`src/rtl/regfile_wb_arbiter_if.sv`:
```
// ---------------------------------------------------------------------------
// regfile_wb_arbiter_if
//
// Purpose: bundles every bus-side signal of the register-file writeback
// arbiter. This covers the three writeback request channels, the issue-side
// scoreboard interface and the register-file write port.
//
// Parameters:
//   DATA_W  writeback data width
//   ADDR_W  register address width (2**ADDR_W registers)
//
// Signals (directions given from the arbiter's point of view, modport slave):
//   alu_valid/alu_addr/alu_data  in   ALU writeback request
//   alu_ready                    out  ALU request accepted this cycle
//   mem_valid/mem_addr/mem_data  in   load-unit writeback request
//   mem_ready                    out  load-unit request accepted this cycle
//   mdu_valid/mdu_addr/mdu_data  in   multiply/divide writeback request
//   mdu_ready                    out  multiply/divide request accepted
//   issue_valid/issue_addr       in   issued instruction with destination
//   pending                      out  per-register outstanding-write bits
//   wb_we/wb_addr/wb_data        out  register-file RegWrite/WriteAddr/Data
//
// Modports: master = requesters/issue logic/register file side,
//           slave  = arbiter.
// ---------------------------------------------------------------------------
interface regfile_wb_arbiter_if #(
    parameter int unsigned DATA_W = 32,
    parameter int unsigned ADDR_W = 5
);
    localparam int unsigned NUM_REGS = 1 << ADDR_W;

    logic                alu_valid;
    logic [ADDR_W-1:0]   alu_addr;
    logic [DATA_W-1:0]   alu_data;
    logic                alu_ready;

    logic                mem_valid;
    logic [ADDR_W-1:0]   mem_addr;
    logic [DATA_W-1:0]   mem_data;
    logic                mem_ready;

    logic                mdu_valid;
    logic [ADDR_W-1:0]   mdu_addr;
    logic [DATA_W-1:0]   mdu_data;
    logic                mdu_ready;

    logic                issue_valid;
    logic [ADDR_W-1:0]   issue_addr;
    logic [NUM_REGS-1:0] pending;

    logic                wb_we;
    logic [ADDR_W-1:0]   wb_addr;
    logic [DATA_W-1:0]   wb_data;

    modport master (
        output alu_valid, alu_addr, alu_data,
        input  alu_ready,
        output mem_valid, mem_addr, mem_data,
        input  mem_ready,
        output mdu_valid, mdu_addr, mdu_data,
        input  mdu_ready,
        output issue_valid, issue_addr,
        input  pending,
        input  wb_we, wb_addr, wb_data
    );

    modport slave (
        input  alu_valid, alu_addr, alu_data,
        output alu_ready,
        input  mem_valid, mem_addr, mem_data,
        output mem_ready,
        input  mdu_valid, mdu_addr, mdu_data,
        output mdu_ready,
        input  issue_valid, issue_addr,
        output pending,
        output wb_we, wb_addr, wb_data
    );
endinterface

```
`src/rtl/regfile_wb_arbiter.sv`:
```
// ---------------------------------------------------------------------------
// regfile_wb_arbiter
//
// Purpose: shares the register file's single write port between the ALU,
// the load unit (MEM) and the multiply/divide unit (MDU). Each cycle at most
// one valid request is granted, and the grant is signalled by that source's
// ready. The accepted write is presented to the register file one cycle
// later on registered wb_we/wb_addr/wb_data. A pending-write scoreboard
// tracks destinations that have been issued but not yet written back.
//
// Ports:
//   clk      in  system clock, rising edge
//   reset_n  in  asynchronous active-low reset
//   bus      regfile_wb_arbiter_if.slave: request channels, issue/pending
//            scoreboard port and register-file write port
//
// Configuration macro:
//   WB_ALU_PRIO_EN  when defined, the ALU has fixed highest priority and
//                   MEM/MDU round-robin between themselves using a 2-way
//                   pointer that ALU grants do not move. When undefined,
//                   all three sources share one 3-way round-robin in the
//                   order ALU -> MEM -> MDU -> ALU.
//
// Writes to register 0 are accepted but never reach the register file, and
// pending[0] is held at 0.
// ---------------------------------------------------------------------------
module regfile_wb_arbiter #(
    parameter int unsigned DATA_W = 32,
    parameter int unsigned ADDR_W = 5
) (
    input  logic                 clk,
    input  logic                 reset_n,
    regfile_wb_arbiter_if.slave  bus
);

    localparam int unsigned NUM_REGS = 1 << ADDR_W;

    // Round-robin pointer: names the source with highest priority this cycle.
    typedef enum logic [1:0] {
        SRC_ALU = 2'd0,
        SRC_MEM = 2'd1,
        SRC_MDU = 2'd2
    } src_e;

`ifdef WB_ALU_PRIO_EN
    // Only MEM and MDU rotate; the ALU sits outside the rotation.
    localparam src_e PTR_RESET = SRC_MEM;
`else
    localparam src_e PTR_RESET = SRC_ALU;
`endif

    src_e                rr_ptr;
    src_e                rr_ptr_next;

    logic                gnt_alu;
    logic                gnt_mem;
    logic                gnt_mdu;
    logic                xfer;

    logic [ADDR_W-1:0]   sel_addr;
    logic [DATA_W-1:0]   sel_data;

    logic                wb_we_q;
    logic [ADDR_W-1:0]   wb_addr_q;
    logic [DATA_W-1:0]   wb_data_q;

    logic [NUM_REGS-1:0] pending_q;
    logic [NUM_REGS-1:0] pending_next;

    // -----------------------------------------------------------------------
    // Arbiter state register
    // -----------------------------------------------------------------------
    always_ff @(posedge clk or negedge reset_n) begin
        if (!reset_n) begin
            rr_ptr <= PTR_RESET;
        end else begin
            rr_ptr <= rr_ptr_next;
        end
    end

    // -----------------------------------------------------------------------
    // Arbiter next-state: the pointer moves just past the granted source and
    // holds when nothing is granted.
    // -----------------------------------------------------------------------
    always_comb begin
        rr_ptr_next = rr_ptr;
`ifdef WB_ALU_PRIO_EN
        if (gnt_mem) begin
            rr_ptr_next = SRC_MDU;
        end else if (gnt_mdu) begin
            rr_ptr_next = SRC_MEM;
        end
`else
        if (gnt_alu) begin
            rr_ptr_next = SRC_MEM;
        end else if (gnt_mem) begin
            rr_ptr_next = SRC_MDU;
        end else if (gnt_mdu) begin
            rr_ptr_next = SRC_ALU;
        end
`endif
    end

    // -----------------------------------------------------------------------
    // Arbiter outputs: grants depend only on valids and the pointer, never on
    // ready. They are forced low while reset is asserted.
    // -----------------------------------------------------------------------
    always_comb begin
        gnt_alu = 1'b0;
        gnt_mem = 1'b0;
        gnt_mdu = 1'b0;
        if (reset_n) begin
`ifdef WB_ALU_PRIO_EN
            if (bus.alu_valid) begin
                gnt_alu = 1'b1;
            end else if (rr_ptr == SRC_MDU) begin
                if (bus.mdu_valid) begin
                    gnt_mdu = 1'b1;
                end else if (bus.mem_valid) begin
                    gnt_mem = 1'b1;
                end
            end else begin
                if (bus.mem_valid) begin
                    gnt_mem = 1'b1;
                end else if (bus.mdu_valid) begin
                    gnt_mdu = 1'b1;
                end
            end
`else
            case (rr_ptr)
                SRC_MEM: begin
                    if (bus.mem_valid) begin
                        gnt_mem = 1'b1;
                    end else if (bus.mdu_valid) begin
                        gnt_mdu = 1'b1;
                    end else if (bus.alu_valid) begin
                        gnt_alu = 1'b1;
                    end
                end
                SRC_MDU: begin
                    if (bus.mdu_valid) begin
                        gnt_mdu = 1'b1;
                    end else if (bus.alu_valid) begin
                        gnt_alu = 1'b1;
                    end else if (bus.mem_valid) begin
                        gnt_mem = 1'b1;
                    end
                end
                default: begin
                    if (bus.alu_valid) begin
                        gnt_alu = 1'b1;
                    end else if (bus.mem_valid) begin
                        gnt_mem = 1'b1;
                    end else if (bus.mdu_valid) begin
                        gnt_mdu = 1'b1;
                    end
                end
            endcase
`endif
        end
    end

    assign bus.alu_ready = gnt_alu;
    assign bus.mem_ready = gnt_mem;
    assign bus.mdu_ready = gnt_mdu;

    assign xfer = gnt_alu | gnt_mem | gnt_mdu;

    // -----------------------------------------------------------------------
    // Granted request mux
    // -----------------------------------------------------------------------
    always_comb begin
        sel_addr = '0;
        sel_data = '0;
        if (gnt_alu) begin
            sel_addr = bus.alu_addr;
            sel_data = bus.alu_data;
        end else if (gnt_mem) begin
            sel_addr = bus.mem_addr;
            sel_data = bus.mem_data;
        end else if (gnt_mdu) begin
            sel_addr = bus.mdu_addr;
            sel_data = bus.mdu_data;
        end
    end

    // -----------------------------------------------------------------------
    // Register-file write port: one-cycle latency. Address and data hold
    // between transfers, and a transfer to register 0 loads them but leaves
    // the write enable low.
    // -----------------------------------------------------------------------
    always_ff @(posedge clk or negedge reset_n) begin
        if (!reset_n) begin
            wb_we_q   <= 1'b0;
            wb_addr_q <= '0;
            wb_data_q <= '0;
        end else begin
            wb_we_q <= xfer && (sel_addr != '0);
            if (xfer) begin
                wb_addr_q <= sel_addr;
                wb_data_q <= sel_data;
            end
        end
    end

    assign bus.wb_we   = wb_we_q;
    assign bus.wb_addr = wb_addr_q;
    assign bus.wb_data = wb_data_q;

    // -----------------------------------------------------------------------
    // Pending-write scoreboard. The set is applied after the clear, so a
    // same-cycle issue to a register being written back leaves the bit set.
    // The issue is the younger of the two operations. Bit 0 is forced clear.
    // -----------------------------------------------------------------------
    always_comb begin
        pending_next = pending_q;
        if (xfer) begin
            pending_next[sel_addr] = 1'b0;
        end
        if (bus.issue_valid) begin
            pending_next[bus.issue_addr] = 1'b1;
        end
        pending_next[0] = 1'b0;
    end

    always_ff @(posedge clk or negedge reset_n) begin
        if (!reset_n) begin
            pending_q <= '0;
        end else begin
            pending_q <= pending_next;
        end
    end

    assign bus.pending = pending_q;

endmodule

```
`src/flat_wrapper.sv`:
```
// flat-port wrapper written by rule: the top's interface ports become plain ports
module regfile_wb_arbiter_flat 
#(
    parameter int unsigned DATA_W = 32,
    parameter int unsigned ADDR_W = 5
)
  (clk, reset_n, bus_alu_valid, bus_alu_addr, bus_alu_data, bus_alu_ready, bus_mem_valid, bus_mem_addr, bus_mem_data, bus_mem_ready, bus_mdu_valid, bus_mdu_addr, bus_mdu_data, bus_mdu_ready, bus_issue_valid, bus_issue_addr, bus_pending, bus_wb_we, bus_wb_addr, bus_wb_data);
  regfile_wb_arbiter_if #(.DATA_W(DATA_W), .ADDR_W(ADDR_W)) bus_i ();
  input  logic clk;
  input  logic reset_n;
  input wire logic [$bits(bus_i.alu_valid)-1:0] bus_alu_valid;
  input wire logic [$bits(bus_i.alu_addr)-1:0] bus_alu_addr;
  input wire logic [$bits(bus_i.alu_data)-1:0] bus_alu_data;
  output wire logic [$bits(bus_i.alu_ready)-1:0] bus_alu_ready;
  input wire logic [$bits(bus_i.mem_valid)-1:0] bus_mem_valid;
  input wire logic [$bits(bus_i.mem_addr)-1:0] bus_mem_addr;
  input wire logic [$bits(bus_i.mem_data)-1:0] bus_mem_data;
  output wire logic [$bits(bus_i.mem_ready)-1:0] bus_mem_ready;
  input wire logic [$bits(bus_i.mdu_valid)-1:0] bus_mdu_valid;
  input wire logic [$bits(bus_i.mdu_addr)-1:0] bus_mdu_addr;
  input wire logic [$bits(bus_i.mdu_data)-1:0] bus_mdu_data;
  output wire logic [$bits(bus_i.mdu_ready)-1:0] bus_mdu_ready;
  input wire logic [$bits(bus_i.issue_valid)-1:0] bus_issue_valid;
  input wire logic [$bits(bus_i.issue_addr)-1:0] bus_issue_addr;
  output wire logic [$bits(bus_i.pending)-1:0] bus_pending;
  output wire logic [$bits(bus_i.wb_we)-1:0] bus_wb_we;
  output wire logic [$bits(bus_i.wb_addr)-1:0] bus_wb_addr;
  output wire logic [$bits(bus_i.wb_data)-1:0] bus_wb_data;
  assign bus_i.alu_valid = bus_alu_valid;
  assign bus_i.alu_addr = bus_alu_addr;
  assign bus_i.alu_data = bus_alu_data;
  assign bus_alu_ready = bus_i.alu_ready;
  assign bus_i.mem_valid = bus_mem_valid;
  assign bus_i.mem_addr = bus_mem_addr;
  assign bus_i.mem_data = bus_mem_data;
  assign bus_mem_ready = bus_i.mem_ready;
  assign bus_i.mdu_valid = bus_mdu_valid;
  assign bus_i.mdu_addr = bus_mdu_addr;
  assign bus_i.mdu_data = bus_mdu_data;
  assign bus_mdu_ready = bus_i.mdu_ready;
  assign bus_i.issue_valid = bus_issue_valid;
  assign bus_i.issue_addr = bus_issue_addr;
  assign bus_pending = bus_i.pending;
  assign bus_wb_we = bus_i.wb_we;
  assign bus_wb_addr = bus_i.wb_addr;
  assign bus_wb_data = bus_i.wb_data;
  regfile_wb_arbiter #(.DATA_W(DATA_W), .ADDR_W(ADDR_W)) u_core (.clk(clk), .reset_n(reset_n), .bus(bus_i));
endmodule
```
`config.mk`:
```
export PLATFORM = sky130hd
export DESIGN_NAME = regfile_wb_arbiter_flat
export DESIGN_NICKNAME = d
export VERILOG_FILES = /design/src/rtl/regfile_wb_arbiter_if.sv /design/src/rtl/regfile_wb_arbiter.sv /design/src/flat_wrapper.sv
export SDC_FILE = /design/constraint.sdc
export NUM_CORES = 1
export LEC_CHECK = 0
export CAP_MARGIN = 20
export CORE_ASPECT_RATIO = 0.5
export CORE_UTILIZATION = 25
export CTS_BUF_LIST = sky130_fd_sc_hd__clkbuf_16
export DETAILED_ROUTE_END_ITERATION = 12
export HOLD_SLACK_MARGIN = 0.03
export PLACE_DENSITY = 0.53
export SYNTH_ARGS = -nofsm -noshare
export SYNTH_HDL_FRONTEND = slang
export SYNTH_SLANG_ARGS = --single-unit
```
`constraint.sdc`:
```
create_clock -name clk -period 6.3 [get_ports clk]
set_clock_uncertainty 0.2 [all_clocks]
set_input_delay 1.26 -clock clk [delete_from_list [all_inputs] [get_ports clk]]
set_output_delay 1.26 -clock clk [all_outputs]
set_load 0.01 [all_outputs]
```
Yosys cells after proc, flatten, opt, wreduce, memory -nomap -nowiden

Index checks and enable logic that the tools add are counted.

Reductions and logical operators: 5
Bitwise logic cells: 5
Equality and inequality tests: 2
Order comparisons: 4
Multiplexer cells: 30

Operators with widths:

| operator                                                          | number |
|---|---|
| two-way mux 32 bit                                                | 5 |
| AND 32 bit                                                        | 1 |
| NOT 32 bit                                                        | 1 |
| OR 32 bit                                                         | 1 |
| two-way mux 5 bit                                                 | 3 |
| two-way mux 1 bit                                                 | 14 |
| < comparator 5 x 6 -> 1 bit, second input constant                | 2 |
| demux 1 bit (select 5 bit)                                        | 2 |
| greater-or-equal comparator 5 x 1 -> 1 bit, second input constant | 2 |
| two-way mux 2 bit                                                 | 3 |
| one-hot mux 1 bit (2 select lines)                                | 3 |
| nonzero test 5 bit                                                | 1 |
| logical AND 1 bit                                                 | 3 |
| nonzero test 3 bit                                                | 1 |
| equality test 2 x 1 -> 1 bit, second input constant               | 1 |
| equality test 2 bit, second input constant                        | 1 |
| OR 1 bit                                                          | 2 |

Output and inout port bits: 73
Bits of input ports: 122
Register bits after elaboration: 71

Longest topological paths before layout

Gate-level depths: netlist of run 1.

Word-level depth: 17
Gate-level depth with buffers: 12
Depth with buffers taken out: 9

Worst setup path before layout of run 1

Ideal clock, no wire load.

Path kind: input -> output
From: in bus_mem_valid
To: out bus_alu_ready
Required time: 4.840 ns
Path slack: 2.419 ns
Cell stages on the path: 6
Arrival time: 2.421 ns
Cells stage by stage: nand2b_4 > a211o_1 > buf_4 > inv_2 > buf_2 > buf_1

Longest elaborated chain between the ends: 3

Ends and longest elaborated chain:

| element                            | line                      | RTL |
|---|---|---|
| from (decl)                        | flat_wrapper.sv:15        | `input wire logic [$bits(bus_i.mem_valid)-1:0] bus_mem_valid;` |
| two-way mux 1 bit                  | regfile_wb_arbiter.sv:132 | `if (bus.mem_valid) begin` |
| one-hot mux 1 bit (2 select lines) | regfile_wb_arbiter.sv:130 | `case (rr_ptr)` |
| two-way mux 1 bit                  | regfile_wb_arbiter.sv:112 | `if (reset_n) begin` |
| to (decl)                          | flat_wrapper.sv:14        | `output wire logic [$bits(bus_i.alu_ready)-1:0] bus_alu_ready;` |

No other way between the ends.

Final worst setup path of run 1

From: in bus_alu_valid
To: out bus_mem_ready

Longest elaborated chain between the ends: 4

Ends and longest elaborated chain:

| element                              | line                      | RTL |
|---|---|---|
| from (decl)                          | flat_wrapper.sv:11        | `input wire logic [$bits(bus_i.alu_valid)-1:0] bus_alu_valid;` |
| two-way mux 1 bit *                  | regfile_wb_arbiter.sv:150 | `if (bus.alu_valid) begin` |
| two-way mux 1 bit                    | regfile_wb_arbiter.sv:141 | `if (bus.mdu_valid) begin` |
| one-hot mux 1 bit (2 select lines) * | regfile_wb_arbiter.sv:130 |  |
| two-way mux 1 bit *                  | regfile_wb_arbiter.sv:112 |  |
| to (decl)                            | flat_wrapper.sv:18        | `output wire logic [$bits(bus_i.mem_ready)-1:0] bus_mem_ready;` |

Every way passes the cells marked *; elsewhere a longest branch is shown, timed or not.

==> impl_metrics.prom, run 1 <==
# TYPE chip_impl_metric gauge
chip_impl_metric{name="fin_total_pwr",unit="W"} 0.002635
chip_impl_metric{name="diodes",unit=""} 0
chip_impl_metric{name="vias",unit=""} 4106
chip_impl_metric{name="worstPathRequired",unit="ps"} 4840
chip_impl_metric{name="synth-seq-area-share",unit=""} 0.4482
chip_impl_metric{name="pwr_density_cell",unit="nW/µm²"} 418.7
chip_impl_info{name="critPathLaunchType",value="input pin"} 1
chip_impl_info{name="cell_type_contributing_the_most_total_cell_area_after_synthesis",value="sky130_fd_sc_hd__dfrtp_1"} 1
chip_impl_metric{name="totalNegativeSetupSlack",unit="ps"} 0
chip_impl_metric{name="fmax",unit="MHz"} 206.5
chip_impl_metric{name="cts.hold.buffers_added",unit=""} 0
chip_impl_metric{name="portBuffers",unit=""} 193
chip_impl_metric{name="postLayoutCellArea",unit="µm²"} 6292
chip_impl_metric{name="clock-sinks",unit=""} 71
chip_impl_metric{name="floorplan.die.width",unit="µm"} 180.1
chip_impl_metric{name="floorplan.io_pins",unit=""} 195
chip_impl_metric{name="max_cap_violations",unit=""} 0
chip_impl_metric{name="core.rowCount",unit=""} 32
chip_impl_metric{name="grt_remaining_overflow",unit=""} 0
chip_impl_info{name="ys_top_cells_by_area",value="sky130_fd_sc_hd__dfrtp_1 (45%), sky130_fd_sc_hd__nand2_1 (16%), sky130_fd_sc_hd__a21oi_1 (8.5%)"} 1
chip_impl_metric{name="insertion_delay",unit="ps"} 320
chip_impl_metric{name="fp.dieH",unit="µm"} 91.04
chip_impl_metric{name="drcViolationCount",unit=""} 0
chip_impl_metric{name="layout_worst_path_cycle_share",unit=""} 0.7687
chip_impl_metric{name="clkTransAtPathRegs",unit="ps"} 50
chip_impl_metric{name="initialDrtViolationCount",unit=""} 150
chip_impl_metric{name="dp_hpwl",unit="µm"} 9594
chip_impl_metric{name="syn_avg_cell_area",unit="µm²"} 7.975
chip_impl_metric{name="design.core.area",unit="µm²"} 15450
chip_impl_metric{name="drt_first_pass_iters",unit=""} 4
chip_impl_metric{name="cts.path.max_buffers",unit=""} 2
chip_impl_metric{name="timing.final.setup_violations",unit=""} 0
chip_impl_info{name="final_common_cell",value="sky130_fd_sc_hd__clkdlybuf4s50_1"} 1
chip_impl_metric{name="vdd_ir_drop_max",unit="mV"} 0.1796
chip_impl_metric{name="hold_viol_final",unit=""} 0
chip_impl_metric{name="min_cycle_time_layout",unit="ps"} 4843
chip_impl_metric{name="dpl_cell_area",unit="µm²"} 6023
chip_impl_metric{name="yosys_warnings",unit=""} 0
chip_impl_metric{name="synthesis.nets",unit=""} 622
chip_impl_metric{name="worst-slew-pin-transition",unit="ps"} 974.1
chip_impl_metric{name="wl_per_cell",unit="µm"} 15.25
chip_impl_metric{name="via_per_inst",unit=""} 4.666
chip_impl_metric{name="numCtsBuffers",unit=""} 9
chip_impl_metric{name="antenna_found_initial",unit=""} 0
chip_impl_metric{name="place.gp.congestion",unit=""} 0.7944
chip_impl_metric{name="cts_repair_resize_count",unit=""} 0
chip_impl_metric{name="wp_data_arrival",unit="ps"} 3380
chip_impl_metric{name="synth_largest_type_area_fraction",unit=""} 0.4482
chip_impl_metric{name="postSynthCellCount",unit=""} 497
chip_impl_metric{name="first_pass_grt_wire_length",unit="µm"} 21890
chip_impl_info{name="status",value="finished clean"} 1
chip_impl_metric{name="drive_gt1_frac",unit=""} 0.05473
chip_impl_info{name="cts_root_buffer",value="sky130_fd_sc_hd__clkbuf_16"} 1
chip_impl_metric{name="cellLeakagePower",unit="nW"} 2.594
chip_impl_metric{name="cell_depth_of_the_worst_hold_path",unit=""} 2
chip_impl_metric{name="gr-usage-all-layers",unit=""} 0.1666
chip_impl_metric{name="die_area",unit="µm²"} 16390
chip_impl_metric{name="ant_nets",unit=""} 0
chip_impl_metric{name="largest_fanout_on_the_critical_path",unit=""} 42
chip_impl_info{name="worst-setup-path-type",value="in -> out"} 1
chip_impl_metric{name="grt_max_degree",unit=""} 72
chip_impl_metric{name="multi_input_area",unit="µm²"} 1989
chip_impl_metric{name="initial_utilization",unit=""} 0.2565
chip_impl_metric{name="netlist-cell-type-count",unit=""} 46
chip_impl_metric{name="postSynthRegisterBits",unit=""} 71
chip_impl_info{name="cts_tree",value="done"} 1
chip_impl_metric{name="layout.nets",unit=""} 797
chip_impl_info{name="hp-class",value="reg -> reg"} 1
chip_impl_metric{name="pre_cts_worst_setup_slack",unit="ps"} 1424
chip_impl_metric{name="final.setup.worst_slack",unit="ps"} 1457
chip_impl_metric{name="mappedNetlistArea",unit="µm²"} 3964
chip_impl_metric{name="area_delta_synth_final",unit="%"} 58.74
chip_impl_metric{name="max_slew_margin",unit=""} 0.3506
chip_impl_metric{name="via_count_of_the_first_global_routing_pass",unit=""} 4233
chip_impl_metric{name="cts.htree.levels",unit=""} 3
chip_impl_metric{name="num-fill-cells",unit=""} 1621
chip_impl_info{name="grt_setup_unrepaired",value="false"} 1
chip_impl_metric{name="area.sequential",unit="µm²"} 1777
chip_impl_info{name="critPathCaptureType",value="primary output"} 1
chip_impl_metric{name="final_slew_violations",unit=""} 0
chip_impl_info{name="final_cell_mix",value="sky130_fd_sc_hd__clkdlybuf4s50_1 (192), sky130_fd_sc_hd__nand2_1 (169), sky130_fd_sc_hd__dfrtp_1 (71)"} 1
chip_impl_metric{name="rr_worst_depth",unit=""} 10
chip_impl_metric{name="routed_wirelength",unit="µm"} 13420
chip_impl_metric{name="cts.repair_timing.setup_buffer_count",unit=""} 0
-- per-layer routing --
metal / vias up / GRT usage / share of wire
li1: 2085 / - / -
met1: 1926 / 0.2096 / 0.46
met2: 89 / 0.2931 / 0.49
met3: 6 / 0.03490 / 0.042
met4: 0 / 0.03846 / 0.0074
met5: - / 0 / 0
-- cell families after synthesis --
group	synth area share
AND/OR/NAND/NOR	0.2238
AO/OA/AOI/OAI	0.2607
flip-flops	0.4482
buffers and inverters	0.05177
adder cells (fa/ha/maj)	0.009471
multiplexers	0.005051
other	0.0009461
-- registers in the layout, indices dropped and copies added (netlist names) --
signal              flops
u_core.rr_ptr           2
u_core.bus.wb_data     32
u_core.bus.pending     31
u_core.bus.wb_we        1
u_core.bus.wb_addr      5
-- synth_stat cells (all sizes together) --
master	n
a2111oi	6
a211o	4
a211oi	2
a21o	2
a21oi	68
a221o	1
a311oi	2
a31o	4
a31oi	4
a32oi	1
and2	2
and3	2
and3b	2
buf	24
clkbuf	11
clkinv	1
conb	1
dfrtp	71
ha	3
inv	8
mux2i	2
nand2	169
nand2b	4
nand3	5
nand3b	1
nand4	6
nor2	10
nor2b	2
nor3	1
nor3b	5
o211ai	3
o21a	1
o21ai	35
o311ai	1
o31ai	31
or2	1
or3b	1
-- cell type report --
class / count / share of cell area
multi-input cells: 382 / 0.3162
inverters: 9 / 0.005568
clock inverters: 6 / 0.006164
flip-flops and latches: 71 / 0.2824
repair buffers: 199 / 0.3134
well taps: 204 / 0.04056
clock buffers: 9 / 0.03579
-- worst paths after layout --
| kind | start | end | slack (ps) |
|---|---|---|---|
| worst max-delay path | bus_alu_valid | bus_mem_ready | 1460 |
| worst min-delay path | u_core.bus.wb_addr[0]$_DFFE_PN0N_ | u_core.bus.wb_addr[0]$_DFFE_PN0N_ | 280 |
| worst max register to register | u_core.rr_ptr[0]$_DFFE_PN0P_ | u_core.bus.pending[1]$_DFF_PN0_ | 2630 |
| worst min register to register | u_core.bus.wb_addr[0]$_DFFE_PN0N_ | u_core.bus.wb_addr[0]$_DFFE_PN0N_ | 280 |
| max in group asynchronous | reset_n | u_core.bus.wb_data[13]$_DFFE_PN0N_ | 4300 |
| min in group asynchronous | reset_n | u_core.bus.pending[8]$_DFF_PN0_ | 990 |
-- worst max-delay path, cell delays in order --
cell                              delay [ps]
sky130_fd_sc_hd__clkdlybuf4s50_1         510
sky130_fd_sc_hd__nand2b_1                150
sky130_fd_sc_hd__a31o_2                  810
sky130_fd_sc_hd__clkinv_2                130
sky130_fd_sc_hd__clkdlybuf4s50_1         520
-- through the flow --
step	instances	utilization	hold WS, ps
CTS	879	0.4068	281.4
global route	880	0.4071	297.1
global placement	864	0.3897	261.5
floorplan	497	-	300.7
finish	880	0.4071	276.1
detailed placement	864	0.3897	269.7
-- where the power goes --
group | internal, W | leakage (nW) | switching (W) | total [W]
Clock | 0.000262 | 0.127 | 0.000184 | 0.000447
Combinational | 0.000660 | 1.60 | 0.000729 | 0.00139
Sequential | 0.000677 | 0.869 | 0.000122 | 0.000799
Total | 0.00160 | 2.59 | 0.00104 | 0.00263
No activity file was read; power rests on OpenSTA's default activity.
==> inputs of run 2 (changes only) <==
==> constraint.sdc (replaced) <==
create_clock -name clk -period 4.9 [get_ports clk]
set_clock_uncertainty 0.2 [all_clocks]
set_input_delay 0.98 -clock clk [delete_from_list [all_inputs] [get_ports clk]]
set_output_delay 0.98 -clock clk [all_outputs]
set_load 0.01 [all_outputs]
==> impl_metrics.prom, run 2 (synthesis gave the netlist of run 1 again) <==
# TYPE chip_impl_metric gauge
chip_impl_info{name="status",value="finished clean"} 1
chip_impl_metric{name="initial_utilization",unit=""} 0.2565
chip_impl_metric{name="cpPeakStageDelay",unit="ps"} 530
chip_impl_metric{name="final_slew_violations",unit=""} 0
chip_impl_metric{name="gr-usage-all-layers",unit=""} 0.1673
chip_impl_metric{name="wp_data_arrival",unit="ps"} 3060
chip_impl_metric{name="diodes",unit=""} 0
chip_impl_info{name="rr_endpoint",value="u_core.bus.wb_data[27]$_DFFE_PN0N_"} 1
chip_impl_info{name="final_cell_mix",value="sky130_fd_sc_hd__clkdlybuf4s50_1 (192), sky130_fd_sc_hd__nand2_1 (169), sky130_fd_sc_hd__dfrtp_1 (71)"} 1
chip_impl_metric{name="max_slew_margin",unit=""} 0.3527
chip_impl_info{name="path_common_cell",value="sky130_fd_sc_hd__clkdlybuf4s50_1"} 1
chip_impl_metric{name="rr_worst_depth",unit=""} 8
chip_impl_metric{name="first_pass_grt_wire_length",unit="µm"} 21650
chip_impl_info{name="critPathLaunchType",value="input pin"} 1
chip_impl_metric{name="fmax",unit="MHz"} 235.6
chip_impl_metric{name="dp_hpwl",unit="µm"} 9619
chip_impl_info{name="critPathCaptureType",value="primary output"} 1
chip_impl_metric{name="final.setup.worst_slack",unit="ps"} 655.6
chip_impl_metric{name="largest_fanout_on_the_critical_path",unit=""} 18
chip_impl_metric{name="fin_util",unit=""} 0.4122
chip_impl_metric{name="hold_viol_final",unit=""} 0
chip_impl_metric{name="floorplan.die.width",unit="µm"} 180.1
chip_impl_metric{name="cellLeakagePower",unit="nW"} 2.630
chip_impl_info{name="cts_root_buffer",value="sky130_fd_sc_hd__clkbuf_16"} 1
chip_impl_metric{name="placed_cells_incl_taps",unit=""} 865
chip_impl_metric{name="worstPathRequired",unit="ps"} 3720
chip_impl_metric{name="clkTransAtPathRegs",unit="ps"} 60
chip_impl_metric{name="setup.reg_to_reg.worst_slack",unit="ps"} 1590
chip_impl_metric{name="design.core.area",unit="µm²"} 15450
chip_impl_metric{name="drcViolationCount",unit=""} 0
chip_impl_metric{name="vias",unit=""} 4205
chip_impl_metric{name="drive_gt1_frac",unit=""} 0.05605
chip_impl_metric{name="area_delta_synth_final",unit="%"} 60.70
chip_impl_metric{name="stdcell_count",unit=""} 882
chip_impl_info{name="grt_setup_unrepaired",value="false"} 1
chip_impl_metric{name="portBuffers",unit=""} 193
chip_impl_metric{name="timing.final.setup_violations",unit=""} 0
chip_impl_info{name="timing.critical_path.from",value="bus_mdu_valid"} 1
chip_impl_metric{name="cts.hold.buffers_added",unit=""} 0
chip_impl_metric{name="max_cap_violations",unit=""} 0
chip_impl_metric{name="cts.repair_timing.setup_buffer_count",unit=""} 0
chip_impl_info{name="cts_tree",value="done"} 1
chip_impl_metric{name="antenna_found_initial",unit=""} 0
chip_impl_metric{name="cts_repair_resize_count",unit=""} 0
chip_impl_metric{name="place.gp.congestion",unit=""} 0.8086
chip_impl_metric{name="routed_wirelength",unit="µm"} 13690
chip_impl_metric{name="drt_first_pass_iters",unit=""} 4
chip_impl_info{name="crit_path_cell_trace",value="clkdlybuf4s50_1 -> nor2b_1 -> a211o_1 -> inv_2 -> clkdlybuf4s50_1"} 1
chip_impl_metric{name="clock-sinks",unit=""} 71
chip_impl_info{name="worst-setup-path-type",value="in -> out"} 1
chip_impl_metric{name="via_per_inst",unit=""} 4.768
chip_impl_info{name="regToRegStartpoint",value="u_core.rr_ptr[0]$_DFFE_PN0P_"} 1
chip_impl_metric{name="layout_worst_path_cycle_share",unit=""} 0.8662
chip_impl_metric{name="grt_max_degree",unit=""} 72
chip_impl_metric{name="numCtsBuffers",unit=""} 9
chip_impl_metric{name="ant_nets",unit=""} 0
chip_impl_metric{name="worst-slew-pin-transition",unit="ps"} 971.0
chip_impl_metric{name="cts.htree.levels",unit=""} 3
chip_impl_metric{name="die_area",unit="µm²"} 16390
chip_impl_info{name="critPathCapture",value="bus_alu_ready"} 1
chip_impl_metric{name="insertion_delay",unit="ps"} 330
chip_impl_info{name="critPathSlowestCell",value="sky130_fd_sc_hd__clkdlybuf4s50_1"} 1
chip_impl_metric{name="fp.dieH",unit="µm"} 91.04
chip_impl_metric{name="min_cycle_time_layout",unit="ps"} 4244
chip_impl_metric{name="via_count_of_the_first_global_routing_pass",unit=""} 4044
chip_impl_metric{name="core.rowCount",unit=""} 32
chip_impl_metric{name="pwr_density_cell",unit="nW/µm²"} 556.9
chip_impl_info{name="hp-class",value="reg -> reg"} 1
chip_impl_metric{name="vdd_ir_drop_max",unit="mV"} 0.2642
chip_impl_metric{name="grt_remaining_overflow",unit=""} 0
chip_impl_info{name="final_common_cell",value="sky130_fd_sc_hd__clkdlybuf4s50_1"} 1
chip_impl_metric{name="cts.path.max_buffers",unit=""} 2
chip_impl_metric{name="largest_register_ff_count",unit=""} 32
chip_impl_metric{name="layout.nets",unit=""} 798
chip_impl_metric{name="floorplan.io_pins",unit=""} 195
chip_impl_metric{name="initialDrtViolationCount",unit=""} 219
chip_impl_metric{name="wl_per_cell",unit="µm"} 15.52
chip_impl_metric{name="totalNegativeSetupSlack",unit="ps"} 0
chip_impl_metric{name="pre_cts_worst_setup_slack",unit="ps"} 701.9
## run 2: cell types whose count changed in the layout (fill, tap and decap cells not counted)
cell	before	now
sky130_fd_sc_hd__inv_1	7	8
sky130_fd_sc_hd__inv_6	0	2
sky130_fd_sc_hd__clkinv_2	4	1
sky130_fd_sc_hd__clkbuf_2	0	1
sky130_fd_sc_hd__clkinv_4	1	0
sky130_fd_sc_hd__buf_2	1	0
sky130_fd_sc_hd__bufinv_16	0	2
sky130_fd_sc_hd__buf_12	0	1
## run 2: layout make-up
class	count	area, µm²
timing repair buffer	200	1992
clock inverter	7	96.34
multi-input combinational	382	1989
tap	204	255.2
inverter	9	35.03
clock buffer	9	225.2
sequential	71	1777
fill	1581	9085
## run 2: layer usage
layer,up-vias,global-route usage,wire [µm]
met1,1957,0.2184,6173
met4,0,0.04202,146
li1,2086,-,-
met2,151,0.2808,6471
met3,11,0.03730,893
met5,-,0,0
## run 2: worst min path at each step
stage                                                  start                                  to  slack, ps  cells after the start
after CTS                  u_core.bus.wb_data[4]$_DFFE_PN0N_   u_core.bus.wb_data[4]$_DFFE_PN0N_        280                      2
after global placement    u_core.bus.wb_data[10]$_DFFE_PN0N_  u_core.bus.wb_data[10]$_DFFE_PN0N_        260                      2
after global routing      u_core.bus.wb_data[11]$_DFFE_PN0N_  u_core.bus.wb_data[11]$_DFFE_PN0N_        300                      2
final                     u_core.bus.wb_data[20]$_DFFE_PN0N_  u_core.bus.wb_data[20]$_DFFE_PN0N_        280                      2
after floorplan                 u_core.rr_ptr[0]$_DFFE_PN0P_        u_core.rr_ptr[0]$_DFFE_PN0P_        300                      2
after detailed placement   u_core.bus.wb_data[4]$_DFFE_PN0N_   u_core.bus.wb_data[4]$_DFFE_PN0N_        270                      2
## run 2: worst max-delay path, delay by kind of cell
kind / cells / cell delay, ps
AOI/OAI and AO/OA: 1 / 490
buffers and inverters: 3 / 1200
and+or+nand+nor: 1 / 390
## run 2: per-stage QoR
step,cell area [µm²],hold slack (ps),power [W]
after floorplan,3964,300.7,0.001939
after global placement,6043,262.0,0.002847
after detailed placement,6043,270.1,0.002865
after CTS,6365,283.3,0.003602
after global routing,6370,299.7,0.003810
final,6370,279.0,0.003548
## run 2: where the power goes
group | switching (W) | internal [W] | total [W]
Sequential | 0.000165 | 0.000870 | 0.00104
Combinational | 0.000939 | 0.000864 | 0.00180
Clock | 0.000263 | 0.000447 | 0.000710
Total | 0.00137 | 0.00218 | 0.00355
==> inputs of run 3 (changes only) <==
==> constraint.sdc (replaced) <==
create_clock -name clk -period 5.5 [get_ports clk]
set_clock_uncertainty 0.2 [all_clocks]
set_input_delay 1.1 -clock clk [delete_from_list [all_inputs] [get_ports clk]]
set_output_delay 1.1 -clock clk [all_outputs]
set_load 0.01 [all_outputs]
==> impl_metrics.prom, run 3 (synthesis gave the netlist of run 1 again) <==
# TYPE chip_impl_metric gauge
chip_impl_info{name="worst-setup-path-type",value="in -> out"} 1
chip_impl_metric{name="crit_buf_inv",unit=""} 3
chip_impl_info{name="crit_path_cell_trace",value="clkdlybuf4s50_1 -> nor2b_1 -> a211o_1 -> inv_2 -> clkdlybuf4s50_1"} 1
chip_impl_metric{name="worst-path-stages",unit=""} 5
chip_impl_metric{name="setup.reg_to_reg.worst_slack",unit="ps"} 2210
chip_impl_metric{name="wl_per_cell",unit="µm"} 15.70
chip_impl_metric{name="insertion_delay",unit="ps"} 330
chip_impl_metric{name="timing.final.setup_violations",unit=""} 0
chip_impl_metric{name="drive_gt1_frac",unit=""} 0.05465
chip_impl_metric{name="initial_utilization",unit=""} 0.2565
chip_impl_metric{name="wp_data_arrival",unit="ps"} 3150
chip_impl_metric{name="floorplan.io_pins",unit=""} 195
chip_impl_info{name="critPathCaptureType",value="primary output"} 1
chip_impl_metric{name="cts.hold.buffers_added",unit=""} 0
chip_impl_info{name="final_common_cell",value="sky130_fd_sc_hd__clkdlybuf4s50_1"} 1
chip_impl_metric{name="via_per_inst",unit=""} 4.675
chip_impl_metric{name="drcViolationCount",unit=""} 0
chip_impl_info{name="status",value="finished clean"} 1
chip_impl_info{name="cts_tree",value="done"} 1
chip_impl_metric{name="min_cycle_time_layout",unit="ps"} 4455
chip_impl_metric{name="ant_nets",unit=""} 0
chip_impl_info{name="hp-class",value="reg -> reg"} 1
chip_impl_metric{name="max_cap_violations",unit=""} 0
chip_impl_metric{name="final_slew_violations",unit=""} 0
chip_impl_metric{name="totalNegativeSetupSlack",unit="ps"} 0
chip_impl_metric{name="vdd_ir_drop_max",unit="mV"} 0.2331
chip_impl_info{name="final_cell_mix",value="sky130_fd_sc_hd__clkdlybuf4s50_1 (192), sky130_fd_sc_hd__nand2_1 (169), sky130_fd_sc_hd__dfrtp_1 (71)"} 1
chip_impl_info{name="family_of_cells_with_the_greatest_summed_delay_on_the_critical_path",value="buffers and inverters"} 1
chip_impl_metric{name="fin_util",unit=""} 0.4133
chip_impl_metric{name="fp.dieH",unit="µm"} 91.04
chip_impl_metric{name="antenna_found_initial",unit=""} 0
chip_impl_metric{name="drt_first_pass_iters",unit=""} 5
chip_impl_info{name="path_common_cell",value="sky130_fd_sc_hd__clkdlybuf4s50_1"} 1
chip_impl_metric{name="cell_depth_of_the_worst_hold_path",unit=""} 1
chip_impl_metric{name="hold_viol_final",unit=""} 0
chip_impl_metric{name="die_area",unit="µm²"} 16390
chip_impl_info{name="terminating_pin_of_the_worst_hold_path",value="u_core.bus.wb_addr[3]$_DFFE_PN0N_"} 1
chip_impl_metric{name="clkTransAtPathRegs",unit="ps"} 50
chip_impl_metric{name="layout_worst_path_cycle_share",unit=""} 0.8100
chip_impl_metric{name="core.rowCount",unit=""} 32
chip_impl_metric{name="grt_max_degree",unit=""} 65
chip_impl_info{name="rr_endpoint",value="u_core.bus.pending[16]$_DFF_PN0_"} 1
chip_impl_info{name="cts_root_buffer",value="sky130_fd_sc_hd__clkbuf_16"} 1
chip_impl_metric{name="diodes",unit=""} 0
chip_impl_info{name="critPathLaunchType",value="input pin"} 1
chip_impl_metric{name="fmax",unit="MHz"} 224.5
chip_impl_metric{name="cts.path.max_buffers",unit=""} 2
chip_impl_metric{name="routed_wirelength",unit="µm"} 13830
chip_impl_info{name="hp-start",value="u_core.bus.wb_addr[3]$_DFFE_PN0N_"} 1
chip_impl_metric{name="grt_remaining_overflow",unit=""} 0
chip_impl_metric{name="cts.htree.levels",unit=""} 3
chip_impl_info{name="critPathSlowestCell",value="sky130_fd_sc_hd__clkdlybuf4s50_1"} 1
chip_impl_metric{name="clock-sinks",unit=""} 71
chip_impl_metric{name="rr_worst_depth",unit=""} 9
chip_impl_metric{name="worstPathRequired",unit="ps"} 4200
chip_impl_metric{name="design.core.area",unit="µm²"} 15450
chip_impl_metric{name="vias",unit=""} 4119
chip_impl_metric{name="cts_repair_resize_count",unit=""} 0
chip_impl_metric{name="cellLeakagePower",unit="nW"} 2.635
chip_impl_metric{name="pwr_density_cell",unit="nW/µm²"} 502.1
chip_impl_metric{name="cts.repair_timing.setup_buffer_count",unit=""} 0
chip_impl_metric{name="numCtsBuffers",unit=""} 9
chip_impl_metric{name="num-fill-cells",unit=""} 1581
chip_impl_metric{name="largest_fanout_on_the_critical_path",unit=""} 18
chip_impl_metric{name="cpPeakStageDelay",unit="ps"} 530
chip_impl_metric{name="area_delta_synth_final",unit="%"} 61.14
chip_impl_info{name="grt_setup_unrepaired",value="false"} 1
chip_impl_metric{name="initialDrtViolationCount",unit=""} 211
chip_impl_metric{name="first_pass_grt_wire_length",unit="µm"} 21880
chip_impl_metric{name="portBuffers",unit=""} 193
chip_impl_metric{name="place.gp.congestion",unit=""} 0.7811
chip_impl_metric{name="gr-usage-all-layers",unit=""} 0.1696
chip_impl_info{name="regToRegStartpoint",value="u_core.rr_ptr[0]$_DFFE_PN0P_"} 1
chip_impl_metric{name="floorplan.die.width",unit="µm"} 180.1
chip_impl_metric{name="max_slew_margin",unit=""} 0.2695
chip_impl_metric{name="via_count_of_the_first_global_routing_pass",unit=""} 4125
chip_impl_metric{name="layout.nets",unit=""} 797
chip_impl_metric{name="dp_hpwl",unit="µm"} 9872
chip_impl_metric{name="largest_register_ff_count",unit=""} 32
chip_impl_metric{name="worst-slew-pin-transition",unit="ps"} 1093
run 3: cell count changes in the layout (fill, tap and decap cells not counted), sizes merged:
cell | previous run | this run
clkinvlp | 2 | 1
inv | 11 | 10
bufinv | 2 | 3
clkbuf | 10 | 9
clkinv | 1 | 2
run 3: worst max-delay path by stage:
stage,start,endpoint,slack [ps]
2_1_floorplan,bus_mem_valid,bus_alu_ready,1940
3_3_place_gp,bus_mdu_valid,bus_alu_ready,1140
3_5_place_dp,bus_mdu_valid,bus_alu_ready,1080
4_1_cts,bus_mdu_valid,bus_alu_ready,1070
5_1_grt,bus_mdu_valid,bus_alu_ready,930
6_report,bus_mdu_valid,bus_alu_ready,1050
run 3: area by class of cell:
| class | instances | area [µm²] | area share |
|---|---|---|---|
| clock buffers | 9 | 225.2 | 0.03526 |
| clock inverters | 7 | 118.9 | 0.01861 |
| inverters | 9 | 35.03 | 0.005485 |
| multi-input cells | 382 | 1989 | 0.3115 |
| flip-flops and latches | 71 | 1777 | 0.2782 |
| well taps | 204 | 255.2 | 0.03996 |
| repair buffers | 199 | 1987 | 0.3111 |
run 3: metal layers:
layer  GRT usage  vias up  share of wire
li1            -     2081              -
met1      0.2230     1943           0.48
met2      0.2837       85           0.47
met3     0.03410       10          0.036
met4     0.04630        0         0.0086
met5           0        -              0
run 3: power by group:
group	total (W)	internal (W)	switching [W]
registers	0.000919	0.000775	0.000144
logic	0.00161	0.000769	0.000845
clock network	0.000675	0.000445	0.000230
total	0.00321	0.00199	0.00122
run 3: through the flow:
step                      cells  total power (W)  setup WS, ps  instance area (µm²)  hold WS [ps]
after floorplan             497         0.001727          1939                 3964         300.7
after global placement      865         0.002542          1138                 6043         263.1
after detailed placement    865         0.002556          1082                 6043         264.9
after CTS                   881         0.003256          1072                 6387         277.5
after global routing        881         0.003441         925.3                 6387         306.4
final                       881         0.003207          1045                 6387         272.4
